$ cat config.mk
export PLATFORM = sky130hd
export DESIGN_NAME = param_seq_detector
export DESIGN_NICKNAME = d
export VERILOG_FILES = /design/src/rtl/param_seq_detector.sv
export SDC_FILE = /design/constraint.sdc
export NUM_CORES = 1
export LEC_CHECK = 0
export ABC_CLOCK_PERIOD_IN_PS = 2900
export CORE_AREA = 2 2 58 60
export DETAILED_ROUTE_END_ITERATION = 8
export DIE_AREA = 0 0 60 62
export HOLD_SLACK_MARGIN = 0.1
export PLACE_DENSITY = 0.49
export SLEW_MARGIN = 10
export SYNTH_ARGS = -nofsm -noshare
export SYNTH_HDL_FRONTEND = slang
export SYNTH_SLANG_ARGS = --single-unit
$ cat constraint.sdc
create_clock -name clk -period 2.9 [get_ports clk]
set_input_delay 0.58 -clock clk [delete_from_list [all_inputs] [get_ports clk]]
set_output_delay 0.58 -clock clk [all_outputs]
set_load 0.05 [all_outputs]
$ cat src/rtl/param_seq_detector.sv
// Parametrised Moore serial-pattern detector with runtime pattern
// reload, selectable overlap and a saturating match counter.
module param_seq_detector #(
  parameter int               PAT_W   = 3,
  parameter logic [PAT_W-1:0] PATTERN = 3'b101,
  parameter int               CNT_W   = 8
) (
  input  logic             clk,
  input  logic             rst,
  input  logic             en,
  input  logic             x,
  input  logic             overlap,
  input  logic             load_pat,
  input  logic [PAT_W-1:0] pat_in,
  input  logic             clr_cnt,
  output logic             z,
  output logic [CNT_W-1:0] match_cnt,
  output logic             cnt_sat
);

  localparam int FW = $clog2(PAT_W + 1);
  localparam logic [FW-1:0] FULL = FW'(PAT_W);
  localparam logic [FW-1:0] LAST = FW'(PAT_W - 1);
  localparam logic [CNT_W-1:0] CMAX = '1;

  logic [PAT_W-1:0] pat, pat_n;
  logic [PAT_W-1:0] hist, hist_n;
  logic [PAT_W-1:0] nh;
  logic [FW-1:0]    fill, fill_n;
  logic             hit, z_n;
  logic [CNT_W-1:0] cnt_n;
  logic             sat_n;

  // Next pattern/history/fill and match decision.
  always_comb begin
    nh     = {hist[PAT_W-2:0], x};
    hit    = en && !load_pat && (nh == pat) && (fill >= LAST);
    pat_n  = pat;
    hist_n = hist;
    fill_n = fill;
    z_n    = 1'b0;
    unique case (1'b1)
      load_pat: begin
        pat_n  = pat_in;
        hist_n = '0;
        fill_n = '0;
      end
      (en && !load_pat): begin
        hist_n = nh;
        z_n    = hit;
        if (hit)
          fill_n = overlap ? FULL : '0;
        else if (fill == FULL)
          fill_n = FULL;
        else
          fill_n = fill + FW'(1);
      end
      default: ;
    endcase
  end

  // Counter update: clear beats a simultaneous match; saturate at max.
  always_comb begin
    cnt_n = match_cnt;
    if (clr_cnt)
      cnt_n = '0;
    else if (hit && (match_cnt != CMAX))
      cnt_n = match_cnt + CNT_W'(1);
    sat_n = (cnt_n == CMAX);
  end

  // State registers with synchronous active-low reset.
  always_ff @(posedge clk) begin
    if (!rst) begin
      pat       <= PATTERN;
      hist      <= '0;
      fill      <= '0;
      z         <= 1'b0;
      match_cnt <= '0;
      cnt_sat   <= 1'b0;
    end else begin
      pat       <= pat_n;
      hist      <= hist_n;
      fill      <= fill_n;
      z         <= z_n;
      match_cnt <= cnt_n;
      cnt_sat   <= sat_n;
    end
  end

endmodule

Yosys cells after proc, flatten, opt, wreduce, memory -nomap -nowiden
Index checks and enable logic that the tools add are counted.

storage, ports and cells
  bits of input ports = 10
  bits in registers = 17
  output and inout port bits = 10
  logic and storage cells = 27

cells by class
  muxes and demuxes = 7
  equality and inequality tests = 4
  $add $sub $neg = 2
  reductions and logical operators = 7
  magnitude comparators = 1

operators with widths
  cell                   count
  $mux W8                2
  $add A8 B1 Y8 const B  1
  $eq A8 B8 Y1 const B   1
  $ne A8 B8 Y1 const B   1
  $pmux W2 S2            2
  $mux W2                3
  $logic_and A1 B1 Y1    4
  $eq A3 B3 Y1           1
  $add A2 B1 Y2 const B  1
  $eq A2 B2 Y1 const B   1
  $ge A2 B2 Y1 const B   1
  $reduce_and A2 Y1      1
  $reduce_bool A2 Y1     1
  $logic_not A1 Y1       1

Logic depth before layout (Yosys ltp)
Gate-level depths: netlist (run 1).

  depth in word-level cells = 8
  mapped depth = 6
  mapped depth without buffers = 6

Worst setup path before layout (run 1)
OpenSTA, ideal clock, no wires.

  path kind = register to register
  start point = register match_cnt[0]
  end point = register cnt_sat
  library setup time = 0.103 ns
  path buffers = 0
  period minus slack after synthesis = 2.205 ns
  required time = 2.797 ns
  setup slack = 0.695 ns
  arrival = 2.102 ns
  stages on the path, launching flop included = 7
  path through = dfxtp_1 > ha_1 > nand3_1 > nor2_1 > nor3_1 > xnor2_1 > a2111oi_2

between the ends
  longest elaborated chain between the ends = 5
  elaborated cells on any way between the ends = 6
  classes of those cells = 1 x add/sub; 2 x eq/ne; 2 x mux; 1 x reduce/logical

ends and longest elaborated chain
  item                                                   RTL line  source
  start: declaration                                     17        output logic [CNT_W-1:0] match_cnt,
  start signal: assignment                               86        match_cnt <= cnt_n;
  branches (longest 2 deep; another with $add A8 B1 Y8)  --
  $mux W8 (*)                                            67        else if (hit && (match_cnt != CMAX))
  $mux W8 (*)                                            65        if (clr_cnt)
  $eq A8 B8 Y1 (*)                                       69        sat_n = (cnt_n == CMAX);
  end signal: assignment                                 87        cnt_sat <= sat_n;
  end: declaration                                       18        output logic cnt_sat

Mark *: on every way between the ends.
A chain may end at the register's enable or synchronous reset.

Worst setup path in the final report (run 1)
  start point = input en
  end point = register match_cnt[7]

between the ends
  longest elaborated chain between the ends = 6

ends and longest elaborated chain
  item                              RTL line  source
  start: declaration                10        input logic en,
  $logic_and A1 B1 Y1 (3 in a row)  37        hit = en && !load_pat && (nh == pat) && (fill >= LAST);
  $logic_and A1 B1 Y1               67
  $mux W8                           67
  $mux W8                           65

Every way passes these cells.

==> results.yml, run 1 <==
outcome:
  status: "finished, final reports clean"
flow_run:
  maxCapViolations: 0
floorplan:
  die_w_um: 60
  ioPinCount: 20
  coreArea_um2: 3180
  fp-row-count: 21
  initial_core_util: 0.280
  fp.dieH_um: 62
  dieArea_um2: 3720
detailed_routing:
  drtAntennaViolNets: 0
  dr.max_layer_used: "met3"
  drc: 0
  via_count: 736
  wl_met3_um: 82
  wl_per_cell_um: 11.1
  met2WireLength_um: 895
  drt_iter0_markers: 12
  wl_met1_um: 805
  firstDrtPassIters: 4
  routed_wl_um: 1780
  avgViaCountPerCell: 4.60
pwr:
  p_per_area_nw_per_um2: 350
  p_leak_uw: 0.000375
  p_total_uw: 403
  peakVddDrop_uv: 213
logic_synthesis:
  syn_inst: 93
  synth_top_area_frac: 0.383
  synthesis.nets: 104
  synth_top_family_by_area: "simple AND/OR/NAND/NOR gates"
  synth_xor_area_frac: 0.117
  ys_warn_count: 0
  synth_area_leaders: "dfxtp_1 38%, mux2i_1 6.8%, nor2_1 5.1%"
  synth_top_area_cell: "dfxtp_1"
  synth_edf_count: 0
  synth_compound_area_frac: 0.121
  syn_area_per_cell_um2: 9.57
  synthesis.area_um2: 890
  yosys.area_share.simple: 0.255
  ys_seq_elements: 17
  async_reset_ff_frac: 0
  synth.top_cells.by_count: "17 x dfxtp_1, 12 x nor2_1, 6 x mux2i_1, 6 x nor3_1, 5 x xnor2_1"
  synthFlopType: "dfxtp_1"
  synthAdderAreaFrac: 0.0141
  seq_area_frac_synth: 0.383
  yosys-mux-area-fraction: 0.0675
  synth_most_common_cell: "dfxtp_1"
  synth.distinct_cells: 36
setup_path:
  reg2reg_from: "match_cnt[0]"
  start_kind: "primary input"
  crit_chain: "clkdlybuf4s50_1 -> and3b_1 -> nand4_1 -> buf_4 -> nor4_1 -> xnor2_1 -> nor2_1"
  critPathLaunch: "en"
  critPathRequiredTime_ns: 3.08
  r2r_end: "cnt_sat"
  crit_type: "in2reg"
  reg2reg_depth: 6
  crit_fanout: 9
  crit_arrival_ns: 2.50
  cpMaxStageDelayCell: "clkdlybuf4s50_1"
  critPathCaptureType: "flip-flop"
  max_stage_delay_ns: 0.58
  reg2reg_slack_ns: 0.79
cells_and_area:
  area_growth_pct: 29.4
  fin_cells: 160
  nNetsFinal: 126
  post-route-util: 0.362
  fillers: 345
  drive_gt1_frac: 0.114
  num_antenna_cells: 0
clock_network:
  worstSkewPairLatency_ns: 0.28
  cts.sink_count: 17
  cts_root_buf: "clkbuf_4"
  cts_resized: 0
  cts_max_path_buffers: 2
  cts_buffers: 3
  h-tree-depth: 1
  post_cts.repair.setup_buffers: 0
  cts_tree: "built"
  path_clk_slew_ns: 0.10
  cts_hold_buf: 0
sta:
  finalWorstSetupSlack_ns: 0.584
  hold_violations: 0
  setup_viol: 0
  tns_ns: 0
  report.final.slew_viol_count: 0
  rsz0062_at_grt: "no"
  fmax_mhz: 432
  post-route-min-period_ns: 2.32
  slew_headroom: 0.669
  fin_crit_sh: 0.799
  final.setup_skew_ns: 0.00860
  tightestPinTransition_ns: 0.495
worst_hold_path:
  hold_depth: 2
  hp-class: "reg2reg"
  hold_end: "fill[0]"
  min_from: "fill[0]"
grt:
  grt-ovfl-total: 0
  grt_pass1_vias: 729
  antenna_found_initial: 0
  grt_max_degree: 10
  grt_pass1_wl_um: 3020
  grtUsageTotal: 0.108
place:
  place_congestion: 0.698
  dp_hpwl_um: 1450
  io_buffers: 19
  place_inst: 156
  pre_cts_slack_ns: 0.255
[worst max-delay path by stage]
stage / to / slack (ns)
2_1_floorplan: cnt_sat / 0.69
3_3_place_gp: match_cnt[7] / 0.28
3_5_place_dp: match_cnt[7] / 0.25
4_1_cts: match_cnt[7] / 0.56
5_1_grt: match_cnt[7] / 0.37
6_report: match_cnt[7] / 0.58
[registers in the layout, summed over array words and instances, names as in the netlist]
signal	flops
pat	3
fill	2
z	1
hist	2
match_cnt	8
cnt_sat	1
[layout make-up]
type / count / area, um2 / area share
clock buffer: 4 / 26.3 / 0.0228
inverter: 3 / 11.3 / 0.00978
multi-input combinational: 69 / 510 / 0.443
sequential: 17 / 340 / 0.296
tap: 46 / 57.6 / 0.0500
timing repair buffer: 21 / 205 / 0.178
[routing by layer]
metal  GRT usage  vias to the layer above
met3      0.0186                        0
met1       0.131                      341
li1            -                      381
met4      0.0381                        0
met5           0                        -
met2       0.193                       14
[layout by cell type (no fill, tap or decap), types with 2 or more instances in the layout]
| cell type | count |
|---|---|
| nor2_1 | 12 |
| a21oi_1 | 4 |
| nor4_1 | 2 |
| clkbuf_4 | 3 |
| clkdlybuf4s50_1 | 19 |
| nand2b_1 | 2 |
| buf_4 | 2 |
| xnor2_1 | 5 |
| nand2_1 | 4 |
| dfxtp_1 | 17 |
| o211ai_1 | 2 |
| nand4_1 | 3 |
| mux2i_1 | 6 |
| inv_1 | 3 |
| nand3_1 | 3 |
| xnor2_2 | 2 |
| nor3_1 | 6 |
[cells by family (layout without fill, tap and decap cells)]
kind of cell | count (synthesis) | in the layout
AND/OR/NAND/NOR | 41 | 41
flip-flops | 17 | 17
AO/OA/AOI/OAI | 13 | 13
XOR/XNOR | 8 | 8
buffers and inverters | 7 | 28
multiplexers | 6 | 6
adder cells (fa/ha/maj) | 1 | 1
[worst max-delay path: cells and delay by family]
family	cells	cell delay, ns
xor+xnor	1	0.16
buf+inv	2	0.85
simple gates	4	0.89
[power breakdown]
group,switching (uW),internal (uW),total (uW)
Combinational,13.6,23.5,37.2
Sequential,4.56,237,242
Clock,70.7,53.3,124
Total,88.9,314,403
[per-stage QoR]
step | cell area (um2) | hold WS [ns]
6_report | 1150 | 0.509
4_1_cts | 1150 | 0.511
2_1_floorplan | 890 | 0.465
3_3_place_gp | 1120 | 0.481
3_5_place_dp | 1120 | 0.495
5_1_grt | 1150 | 0.536
No activity file was read; power rests on OpenSTA's default activity.
==> run 2, diff against run 1 <==
--- a/config.mk
+++ b/config.mk
@@ -5,7 +5,7 @@
 export SDC_FILE = /design/constraint.sdc
 export NUM_CORES = 1
 export LEC_CHECK = 0
-export ABC_CLOCK_PERIOD_IN_PS = 2900
+export ABC_CLOCK_PERIOD_IN_PS = 2250
 export CORE_AREA = 2 2 58 60
 export DETAILED_ROUTE_END_ITERATION = 8
 export DIE_AREA = 0 0 60 62
==> constraint.sdc (replaced) <==
create_clock -name clk -period 2.25 [get_ports clk]
set_input_delay 0.45 -clock clk [delete_from_list [all_inputs] [get_ports clk]]
set_output_delay 0.45 -clock clk [all_outputs]
set_load 0.05 [all_outputs]
==> run 2 against run 1 <==
Against the previous run: clock power grew 39%; hold slack got worse by 0.0037 ns; power up 32%; final area rose by 5.2%; wire length rose by 4.7%; utilization increased by 1.9 points; combinational power up 34%; highest routed layer is now met4; register-to-register slack got worse by 0.59 ns; sequential share of layout area decreased by 1.5 points.
==> results.yml, run 2 (synthesized netlist as in run 1, its figures left out) <==
clock_network:
  cts_buffers: 3
  cts.sink_count: 17
  path_clk_slew_ns: 0.11
  cts_max_path_buffers: 2
  cts_resized: 0
  worstSkewPairLatency_ns: 0.30
  post_cts.repair.setup_buffers: 0
  cts_tree: "built"
  cts_root_buf: "clkbuf_4"
  cts_hold_buf: 0
  h-tree-depth: 1
setup_path:
  cp_num_buf_inv: 1
  critPathCaptureType: "output port"
  crit_chain: "clkdlybuf4s50_1"
  max_stage_delay_ns: 0.87
  critPathRequiredTime_ns: 1.80
  path_delay_family: "buffers and inverters"
  crit_arrival_ns: 1.69
  cpMaxStageDelayCell: "clkdlybuf4s50_1"
  crit_fanout: 9
  crit_type: "reg2out"
  start_kind: "flip-flop"
floorplan:
  coreArea_um2: 3180
  ioPinCount: 20
  fp.dieH_um: 62
  initial_core_util: 0.280
  fp-row-count: 21
  dieArea_um2: 3720
  die_w_um: 60
place:
  place_congestion: 0.738
  dp_hpwl_um: 1500
  pre_cts_slack_ns: -0.183
  io_buffers: 19
detailed_routing:
  drt_iter0_markers: 15
  drc: 0
  drtAntennaViolNets: 0
  via_count: 773
  wl_per_cell_um: 11.1
  avgViaCountPerCell: 4.60
  routed_wl_um: 1870
  firstDrtPassIters: 4
grt:
  grt-ovfl-total: 0
  grt_max_degree: 10
  grt_pass1_wl_um: 3040
  grt_pass1_vias: 748
  grtUsageTotal: 0.111
  antenna_found_initial: 0
cells_and_area:
  drive_gt1_frac: 0.172
  post-route-util: 0.381
  fillers: 335
  area_growth_pct: 36.1
  largest_register_ffs: 8
  top_register: "match_cnt"
  reg_top3: "match_cnt x8, pat x3"
  multi_input_area_um2: 510
  final_cell_mix: "19 x clkdlybuf4s50_1, 17 x dfxtp_1, 12 x nor2_1, 10 x buf_4"
  regArea_um2: 340
  num_antenna_cells: 0
  final_common_cell: "clkdlybuf4s50_1"
  nNetsFinal: 134
sta:
  tns_ns: 0
  rsz0062_at_grt: "no"
  setup_viol: 0
  hold_violations: 0
  report.final.slew_viol_count: 0
  fmax_mhz: 466
  slew_headroom: 0.668
  final.setup_skew_ns: 0.0107
  tightestPinTransition_ns: 0.497
  fin_crit_sh: 0.953
  post-route-min-period_ns: 2.14
  finalWorstSetupSlack_ns: 0.105
  hold_ws_ns: 0.505
pwr:
  p_leak_uw: 0.000414
  p_per_area_nw_per_um2: 441
  peakVddDrop_uv: 255
outcome:
  status: "finished, final reports clean"
worst_hold_path:
  hp-class: "reg2reg"
flow_run:
  maxCapViolations: 0
run 2: path summary, 6_finish.rpt:
kind	start	endpoint	slack, ns	depth (start not counted)
hold reg to reg	fill[0]	fill[0]	0.50	2
hold / removal	fill[0]	fill[0]	0.50	2
setup / recovery	match_cnt[4]	match_cnt[4]	0.11	1
setup reg to reg	match_cnt[1]	cnt_sat	0.20	6
run 2: layer usage:
metal  global-route usage  vias up  routed length (um)
met1                0.113      352                 798
met3               0.0373        4                  95
met4               0.0508        0                  31
li1                     -      396                   -
met2                0.205       21                 942
met5                    0        -                   0
run 2: report_power, final:
| part | internal, uW | total (uW) | switching (uW) |
|---|---|---|---|
| Combinational | 32.5 | 50.0 | 17.5 |
| Sequential | 306 | 312 | 5.80 |
| Clock | 69.1 | 172 | 103 |
| Total | 407 | 534 | 126 |
run 2: layout make-up:
cell class | instances | share of cell area
Tap cell | 46 | 0.0475
Clock buffer | 4 | 0.0217
Inverter | 3 | 0.00930
Multi-Input combinational cell | 69 | 0.421
Timing Repair Buffer | 29 | 0.219
Sequential cell | 17 | 0.281
run 2: stage by stage:
step / instances / power, uW / cell area [um2]
floorplan: 93 / 341 / 890
global placement: 164 / 369 / 1180
detailed placement: 164 / 370 / 1180
CTS: 168 / 542 / 1210
global route: 168 / 555 / 1210
finish: 168 / 534 / 1210
run 2: worst reg2reg max path, cell delays in order, from the launching register on:
cell and delay [ns]:
dfxtp_1 0.45, ha_1 0.26, nand3_1 0.20, nor3b_1 0.23, o21ai_0 0.11, a2111o_1 0.44
a2111oi_2 0.25
